**config.mk**
```make
export PLATFORM = sky130hd
export DESIGN_NAME = adc_att_ctrl
export DESIGN_NICKNAME = d
export VERILOG_FILES = /design/src/rtl/adc_att_pkg.sv /design/src/rtl/att_timer.sv /design/src/rtl/cdc_sync.sv /design/src/rtl/adc_att_ctrl.sv
export SDC_FILE = /design/constraint.sdc
export NUM_CORES = 1
export LEC_CHECK = 0
export CAP_MARGIN = 20
export CORE_MARGIN = 10
export CORE_UTILIZATION = 62
export CTS_BUF_LIST = sky130_fd_sc_hd__clkbuf_8
export DETAILED_ROUTE_END_ITERATION = 10
export PLACE_DENSITY_LB_ADDON = 0.05
export SYNTH_ARGS = -nofsm -noshare
export SYNTH_HDL_FRONTEND = slang
export SYNTH_SLANG_ARGS = --single-unit
export TNS_END_PERCENT = 20
```
**constraint.sdc**
```tcl
create_clock -name clock -period 4.17 [get_ports clock]
set_clock_uncertainty 0.05 [all_clocks]
set_input_delay 0.834 -clock clock [delete_from_list [all_inputs] [get_ports clock]]
set_output_delay 0.834 -clock clock [all_outputs]
set_load 0.005 [all_outputs]
```
**src/rtl/adc_att_pkg.sv**
```systemverilog
// Shared types and defaults for the ADC attenuator controller.
package adc_att_pkg;

    typedef enum logic [1:0] {
        IDLE   = 2'd0,
        SETTLE = 2'd1,
        HOLD   = 2'd2,
        DECAY  = 2'd3
    } att_state_t;

    localparam int ATT_W_DEF       = 5;
    localparam int ATT_MAX_DEF     = 31;
    localparam int STEP_UP_DEF     = 3;
    localparam int SETTLE_CLKS_DEF = 256;
    localparam int HOLD_CLKS_DEF   = 40000;
    localparam int DECAY_CLKS_DEF  = 8000;

    // Width needed to hold the longest timer reload value (count - 1).
    function automatic int tmr_width(input int a, input int b, input int c);
        int m;
        m = a;
        if (b > m) m = b;
        if (c > m) m = c;
        return (m < 2) ? 1 : $clog2(m);
    endfunction

    localparam int TMR_W = tmr_width(SETTLE_CLKS_DEF, HOLD_CLKS_DEF, DECAY_CLKS_DEF);

endpackage

```
**src/rtl/att_timer.sv**
```systemverilog
// Loadable down-counter shared by all controller states; holds at zero.
module att_timer #(
    parameter int W = 16
) (
    input  logic         clock,
    input  logic         reset,
    input  logic         load,
    input  logic [W-1:0] value,
    output logic         zero
);

    logic [W-1:0] count;

    always_ff @(posedge clock or posedge reset) begin
        if (reset)
            count <= '0;
        else if (load)
            count <= value;
        else if (count != '0)
            count <= count - W'(1);
    end

    assign zero = (count == '0);

endmodule

```
**src/rtl/cdc_sync.sv**
```systemverilog
// Two-flop synchroniser for asynchronous level inputs.
module cdc_sync #(
    parameter int W = 1
) (
    input  logic         clock,
    input  logic         reset,
    input  logic [W-1:0] d,
    output logic [W-1:0] q
);

    logic [W-1:0] meta;

    always_ff @(posedge clock or posedge reset) begin
        if (reset) begin
            meta <= '0;
            q    <= '0;
        end else begin
            meta <= d;
            q    <= meta;
        end
    end

endmodule

```
**src/rtl/adc_att_ctrl.sv**
```systemverilog
// ADC front-end attenuator controller: steps att up on overrange, holds, then decays to manual_att.
// Optional clip LED stretcher is built when ADC_ATT_CLIP_LED_EN is defined.
module adc_att_ctrl
    import adc_att_pkg::*;
#(
    parameter int ATT_W       = ATT_W_DEF,
    parameter int ATT_MAX     = ATT_MAX_DEF,
    parameter int STEP_UP     = STEP_UP_DEF,
    parameter int SETTLE_CLKS = SETTLE_CLKS_DEF,
    parameter int HOLD_CLKS   = HOLD_CLKS_DEF,
    parameter int DECAY_CLKS  = DECAY_CLKS_DEF
) (
    input  logic             clock,
    input  logic             reset,
    input  logic             adc_overrange,
    input  logic             auto_en,
    input  logic [ATT_W-1:0] manual_att,
    output logic [ATT_W-1:0] att,
    output logic             att_stb,
    output logic             auto_active,
    output logic             led_red
);

    localparam int TW = tmr_width(SETTLE_CLKS, HOLD_CLKS, DECAY_CLKS);
    localparam logic [TW-1:0]  SETTLE_LD = TW'(SETTLE_CLKS - 1);
    localparam logic [TW-1:0]  HOLD_LD   = TW'(HOLD_CLKS - 1);
    localparam logic [TW-1:0]  DECAY_LD  = TW'(DECAY_CLKS - 1);
    localparam logic [ATT_W:0] ATT_MAX_X = (ATT_W + 1)'(ATT_MAX);
    localparam logic [ATT_W:0] STEP_X    = (ATT_W + 1)'(STEP_UP);

    att_state_t       state, state_nxt;
    logic [ATT_W-1:0] att_nxt, att_sat, att_dec;
    logic [ATT_W:0]   att_up;
    logic             ovf, tmr_zero, tmr_load, do_step;
    logic             decay_run, decay_run_nxt;
    logic [TW-1:0]    tmr_val;

    cdc_sync #(.W(1)) u_sync (
        .clock (clock),
        .reset (reset),
        .d     (adc_overrange),
        .q     (ovf)
    );

    att_timer #(.W(TW)) u_timer (
        .clock (clock),
        .reset (reset),
        .load  (tmr_load),
        .value (tmr_val),
        .zero  (tmr_zero)
    );

    // Step-up is done one bit wider so the clamp sees the true sum.
    assign att_up  = {1'b0, att} + STEP_X;
    assign att_sat = (att_up > ATT_MAX_X) ? ATT_MAX_X[ATT_W-1:0] : att_up[ATT_W-1:0];
    assign att_dec = att - ATT_W'(1);

    // decay_run marks a SETTLE entered from a decay step: it returns to DECAY
    // rather than sitting through another full HOLD period.
    always_comb begin
        state_nxt     = state;
        att_nxt       = att;
        decay_run_nxt = decay_run;
        tmr_load      = 1'b0;
        tmr_val       = '0;
        do_step       = 1'b0;
        if (!auto_en) begin
            state_nxt = IDLE;
            att_nxt   = manual_att;
            tmr_load  = 1'b1;
        end else if (manual_att > att) begin
            state_nxt = IDLE;
            att_nxt   = manual_att;
            tmr_load  = 1'b1;
        end else begin
            case (state)
                IDLE: begin
                    if (ovf) do_step = 1'b1;
                    else     att_nxt = manual_att;
                end
                SETTLE: begin
                    if (tmr_zero) begin
                        tmr_load  = 1'b1;
                        state_nxt = decay_run ? DECAY : HOLD;
                        tmr_val   = decay_run ? DECAY_LD : HOLD_LD;
                    end
                end
                HOLD: begin
                    if (ovf) begin
                        do_step = 1'b1;
                    end else if (tmr_zero) begin
                        state_nxt = DECAY;
                        tmr_load  = 1'b1;
                        tmr_val   = DECAY_LD;
                    end
                end
                DECAY: begin
                    if (ovf) begin
                        do_step = 1'b1;
                    end else if (tmr_zero) begin
                        if (att > manual_att && att_dec != manual_att) begin
                            att_nxt       = att_dec;
                            state_nxt     = SETTLE;
                            decay_run_nxt = 1'b1;
                            tmr_load      = 1'b1;
                            tmr_val       = SETTLE_LD;
                        end else begin
                            if (att > manual_att) att_nxt = att_dec;
                            state_nxt = IDLE;
                        end
                    end
                end
                default: state_nxt = IDLE;
            endcase
            if (do_step) begin
                att_nxt       = att_sat;
                state_nxt     = SETTLE;
                decay_run_nxt = 1'b0;
                tmr_load      = 1'b1;
                tmr_val       = SETTLE_LD;
            end
        end
    end

    // att_stb is high for the first cycle a new att value is visible.
    always_ff @(posedge clock or posedge reset) begin
        if (reset) begin
            state       <= IDLE;
            att         <= '0;
            att_stb     <= 1'b0;
            auto_active <= 1'b0;
            decay_run   <= 1'b0;
        end else begin
            state       <= state_nxt;
            att         <= att_nxt;
            att_stb     <= (att_nxt != att);
            auto_active <= auto_en && (att_nxt > manual_att);
            decay_run   <= decay_run_nxt;
        end
    end

`ifdef ADC_ATT_CLIP_LED_EN
    logic [TW-1:0] led_cnt;

    always_ff @(posedge clock or posedge reset) begin
        if (reset) begin
            led_cnt <= '0;
            led_red <= 1'b0;
        end else if (ovf) begin
            led_cnt <= HOLD_LD;
            led_red <= 1'b1;
        end else if (led_cnt != '0) begin
            led_cnt <= led_cnt - TW'(1);
            led_red <= 1'b1;
        end else begin
            led_red <= 1'b0;
        end
    end
`else
    assign led_red = 1'b0;
`endif

endmodule
```
==> impl_metrics.env <==
export IMPL_row_count=23
export IMPL_clock_root_buffer="clkbuf_8"
export IMPL_p_clk_share_pct=12.2
export IMPL_wl_per_cell_um=17.8
export IMPL_place_port_buffers=15
export IMPL_cts_tree="built"
export IMPL_cts_repair_resized=0
export IMPL_ir_drop_mv=0.317
export IMPL_cap_violations=0
export IMPL_die_w_um=83.9
export IMPL_route_detailed_drc=0
export IMPL_fin_area_um2=2910
export IMPL_die_h_um=83.9
export IMPL_finalMaxSlewViolations=0
export IMPL_diodes=0
export IMPL_worstPathRequired_ns=4.30
export IMPL_layout_min_cycle_time_ns=3.86
export IMPL_crit_chain="clkdlybuf4s50_1 -> inv_1 -> ha_1 -> nand4_1 -> o221ai_1 -> nand4_2 -> buf_4 -> nor3_1 -> o21ai_1 -> a221o_1 -> o21ai_1 -> ha_1 -> o21ai_0 -> nand2b_1 -> a21oi_1 -> nor2_1"
export IMPL_grt_max_degree=29
export IMPL_synth_top_area_cell="dfrtp_1"
export IMPL_ant_nets=0
export IMPL_dp_hpwl_mm=5.01
export IMPL_first_pass_iters=5
export IMPL_crit_family="compound AO/OA/AOI/OAI gates"
export IMPL_cp_slowest_cell="clkdlybuf4s50_1"
export IMPL_synth_seq_cells=28
export IMPL_clkTransAtPathRegs_ns=0.10
export IMPL_core_area_um2=3970
export IMPL_power_frac_seq_pct=23.4
export IMPL_setup_violations=0
export IMPL_start_util_pct=63.7
export IMPL_setup_tns_ns=0
export IMPL_antenna_found_initial=0
export IMPL_clock_sinks=28
export IMPL_power_density_nw_per_um2=622
export IMPL_drtIter0Drc=342
export IMPL_synth_top_area_share_pct=27.7
export IMPL_synth_area_um2=2530
export IMPL_start_kind="primary input"
export IMPL_p_sw_w=0.000860
export IMPL_postSynthAreaPerCell_um2=8.14
export IMPL_drive_above_1_share_pct=10.2
export IMPL_post_route_period_util_pct=92.7
export IMPL_netSwitchingFraction_pct=47.6
export IMPL_critPathBufInv=3
export IMPL_postPlaceCellArea_um2=2810
export IMPL_syn_inst=311
export IMPL_max_freq_mhz=259
export IMPL_status="complete, no violations"
export IMPL_yosysWarnings=0
export IMPL_syn2layout_area_growth_pct=14.8
export IMPL_clockBufferDepth=2
export IMPL_synthTopCellsByArea="dfrtp_1 28%, ha_1 8.9%, a21oi_1 5.3%"
export IMPL_cp_end_kind="flop"
export IMPL_routed_wl_mm=6.80
export IMPL_ioPinCount=17
export IMPL_power_leakage_nw=1.27
export IMPL_ys_seq_area_share_pct=27.7
export IMPL_p_comb_share_pct=64.3
export IMPL_vias=2511
export IMPL_grt_usage_pct=19.2
export IMPL_hp_class="reg -> reg"
export IMPL_fin_nets=360
export IMPL_worstPathMaxFanout=12
export IMPL_post_cts_buffers=0
export IMPL_dieArea_um2=7040
export IMPL_clk_latency_ns=0.28
export IMPL_cts_max_level=1
export IMPL_cpPeakStageDelay_ns=0.53
export IMPL_synth_edf_count=0
export IMPL_grt_pass1_vias=2321
export IMPL_p_int_w=0.000946
export IMPL_synth_ff_type="dfrtp_1"
export IMPL_tightest_slew_ns=0.832
export IMPL_cp_arrival_ns=3.99
export IMPL_via_per_inst=6.57
export IMPL_most_common_layout_cells="28 x dfrtp_1, 27 x a21oi_1, 24 x nor2_1, 21 x nand2_1, 20 x o21ai_0"
export IMPL_place_gp_congestion=1.01
export IMPL_hold_violations=0
export IMPL_slew_headroom_pct=44.0
export IMPL_final_common_cell="dfrtp_1"
export IMPL_grt_first_pass_wirelength_mm=11.6
export IMPL_synthDistinctLibCells=62
export IMPL_overflow=0
export IMPL_rsz0062_at_grt="false"
export IMPL_cts_buffers=3
export IMPL_syn_nets=338
export IMPL_async_reset_ff_share_pct=100
export IMPL_postCtsHoldBufs=0
export IMPL_critPathKind="in -> reg"
## state kept, by name (all words and copies together) (netlist names)
register / cells
att_stb: 1
state: 2
decay_run: 1
auto_active: 1
u_timer.count: 16
att: 5
u_sync.meta: 1
u_sync.q: 1
## metrics by stage
stage | cells | total power [W] | util [%] | hold WS (ns) | worst slack, ns
floorplan | 311 | 0.00126 | - | 0.281 | 0.663
global placement | 377 | 0.00154 | 70.7 | 0.293 | 0.141
detailed placement | 377 | 0.00155 | 70.7 | 0.287 | 0.0478
CTS | 381 | 0.00178 | 72.5 | 0.321 | 0.329
global route | 382 | 0.00196 | 73.2 | 0.329 | 0.0619
finish | 382 | 0.00181 | 73.2 | 0.326 | 0.305
## worst reg2reg max path, cell delays in order, from the launching register on
cell and delay (ns):
dfrtp_1 0.40, inv_1 0.11, ha_1 0.14, or4b_4 0.52, nor4_4 0.37, nand4_2 0.18, buf_4 0.21, nor3_1 0.18
o21ai_1 0.08, a221o_1 0.39, o21ai_1 0.13, ha_1 0.27, o21ai_0 0.08, nand2b_1 0.07, a21oi_1 0.14, nor2_1 0.05
## logic make-up after synthesis
family	Yosys count	share of synthesized area, %
AO/OA/AOI/OAI	88	22.5
XOR/XNOR	22	7.61
adder cells (fa/ha/maj)	18	8.90
buffers and inverters	32	4.94
flip-flops	28	27.7
multiplexers	2	0.840
other	1	0.148
AND/OR/NAND/NOR	120	27.3
## metal layers
layer  vias to the layer above  part of all wire, %  GRT usage, %
li1                       1189                    -             -
met4                         0                 0.82          3.81
met1                      1184                   47          27.4
met2                       130                   44          28.9
met5                         -                    0             0
met3                         8                  7.9          3.52
## worst paths after layout
kind	cells after the start	slack, ns	end	from
worst max register to register	15	0.69	auto_active$_DFF_PP0_	u_timer.count[0]$_DFFE_PP0P_
min in group asynchronous	2	0.73	auto_active$_DFF_PP0_	reset
worst max-delay path	16	0.31	auto_active$_DFF_PP0_	manual_att[4]
worst min register to register	0	0.33	u_sync.q$_DFF_PP0_	u_sync.meta$_DFF_PP0_
worst min-delay path	0	0.33	u_sync.q$_DFF_PP0_	u_sync.meta$_DFF_PP0_
max in group asynchronous	3	2.93	att[1]$_DFF_PP0_	reset
## cell usage after synthesis (all sizes together) (2+ instances only)
library cell  count
dfrtp            28
a21oi            27
o21ai            25
nor2             24
nand2            21
ha               18
inv              16
nor3             16
clkbuf           13
xor2             13
or4               9
xnor2             9
nand3             8
and2              7
nor2b             6
nor4              6
nand4             5
a21o              4
nor3b             4
o2111ai           4
or3               4
a221o             3
buf               3
nand2b            3
a211oi            2
a311oi            2
nand3b            2
o21a              2
o41ai             2
or4b              2
## power groups by stage
| stage | clock, W | sequential, W | combinational, W |
|---|---|---|---|
| 2_1_floorplan | 0 | 0.000407 | 0.000857 |
| 3_3_place_gp | 0 | 0.000425 | 0.00111 |
| 3_5_place_dp | 0 | 0.000427 | 0.00113 |
| 4_1_cts | 0.000221 | 0.000421 | 0.00114 |
| 5_1_grt | 0.000232 | 0.000437 | 0.00129 |
| 6_report | 0.000221 | 0.000423 | 0.00116 |
## area by class of cell
cell class              instances  area [um^2]
clock buffers                   3         41.3
clock inverters                 1         30.0
fillers                       302         1070
inverters                      16         60.1
multi-input cells             251         1710
flip-flops and latches         28          701
well taps                      50         62.6
repair buffers                 33          305
No activity file was read; power rests on OpenSTA's default activity.
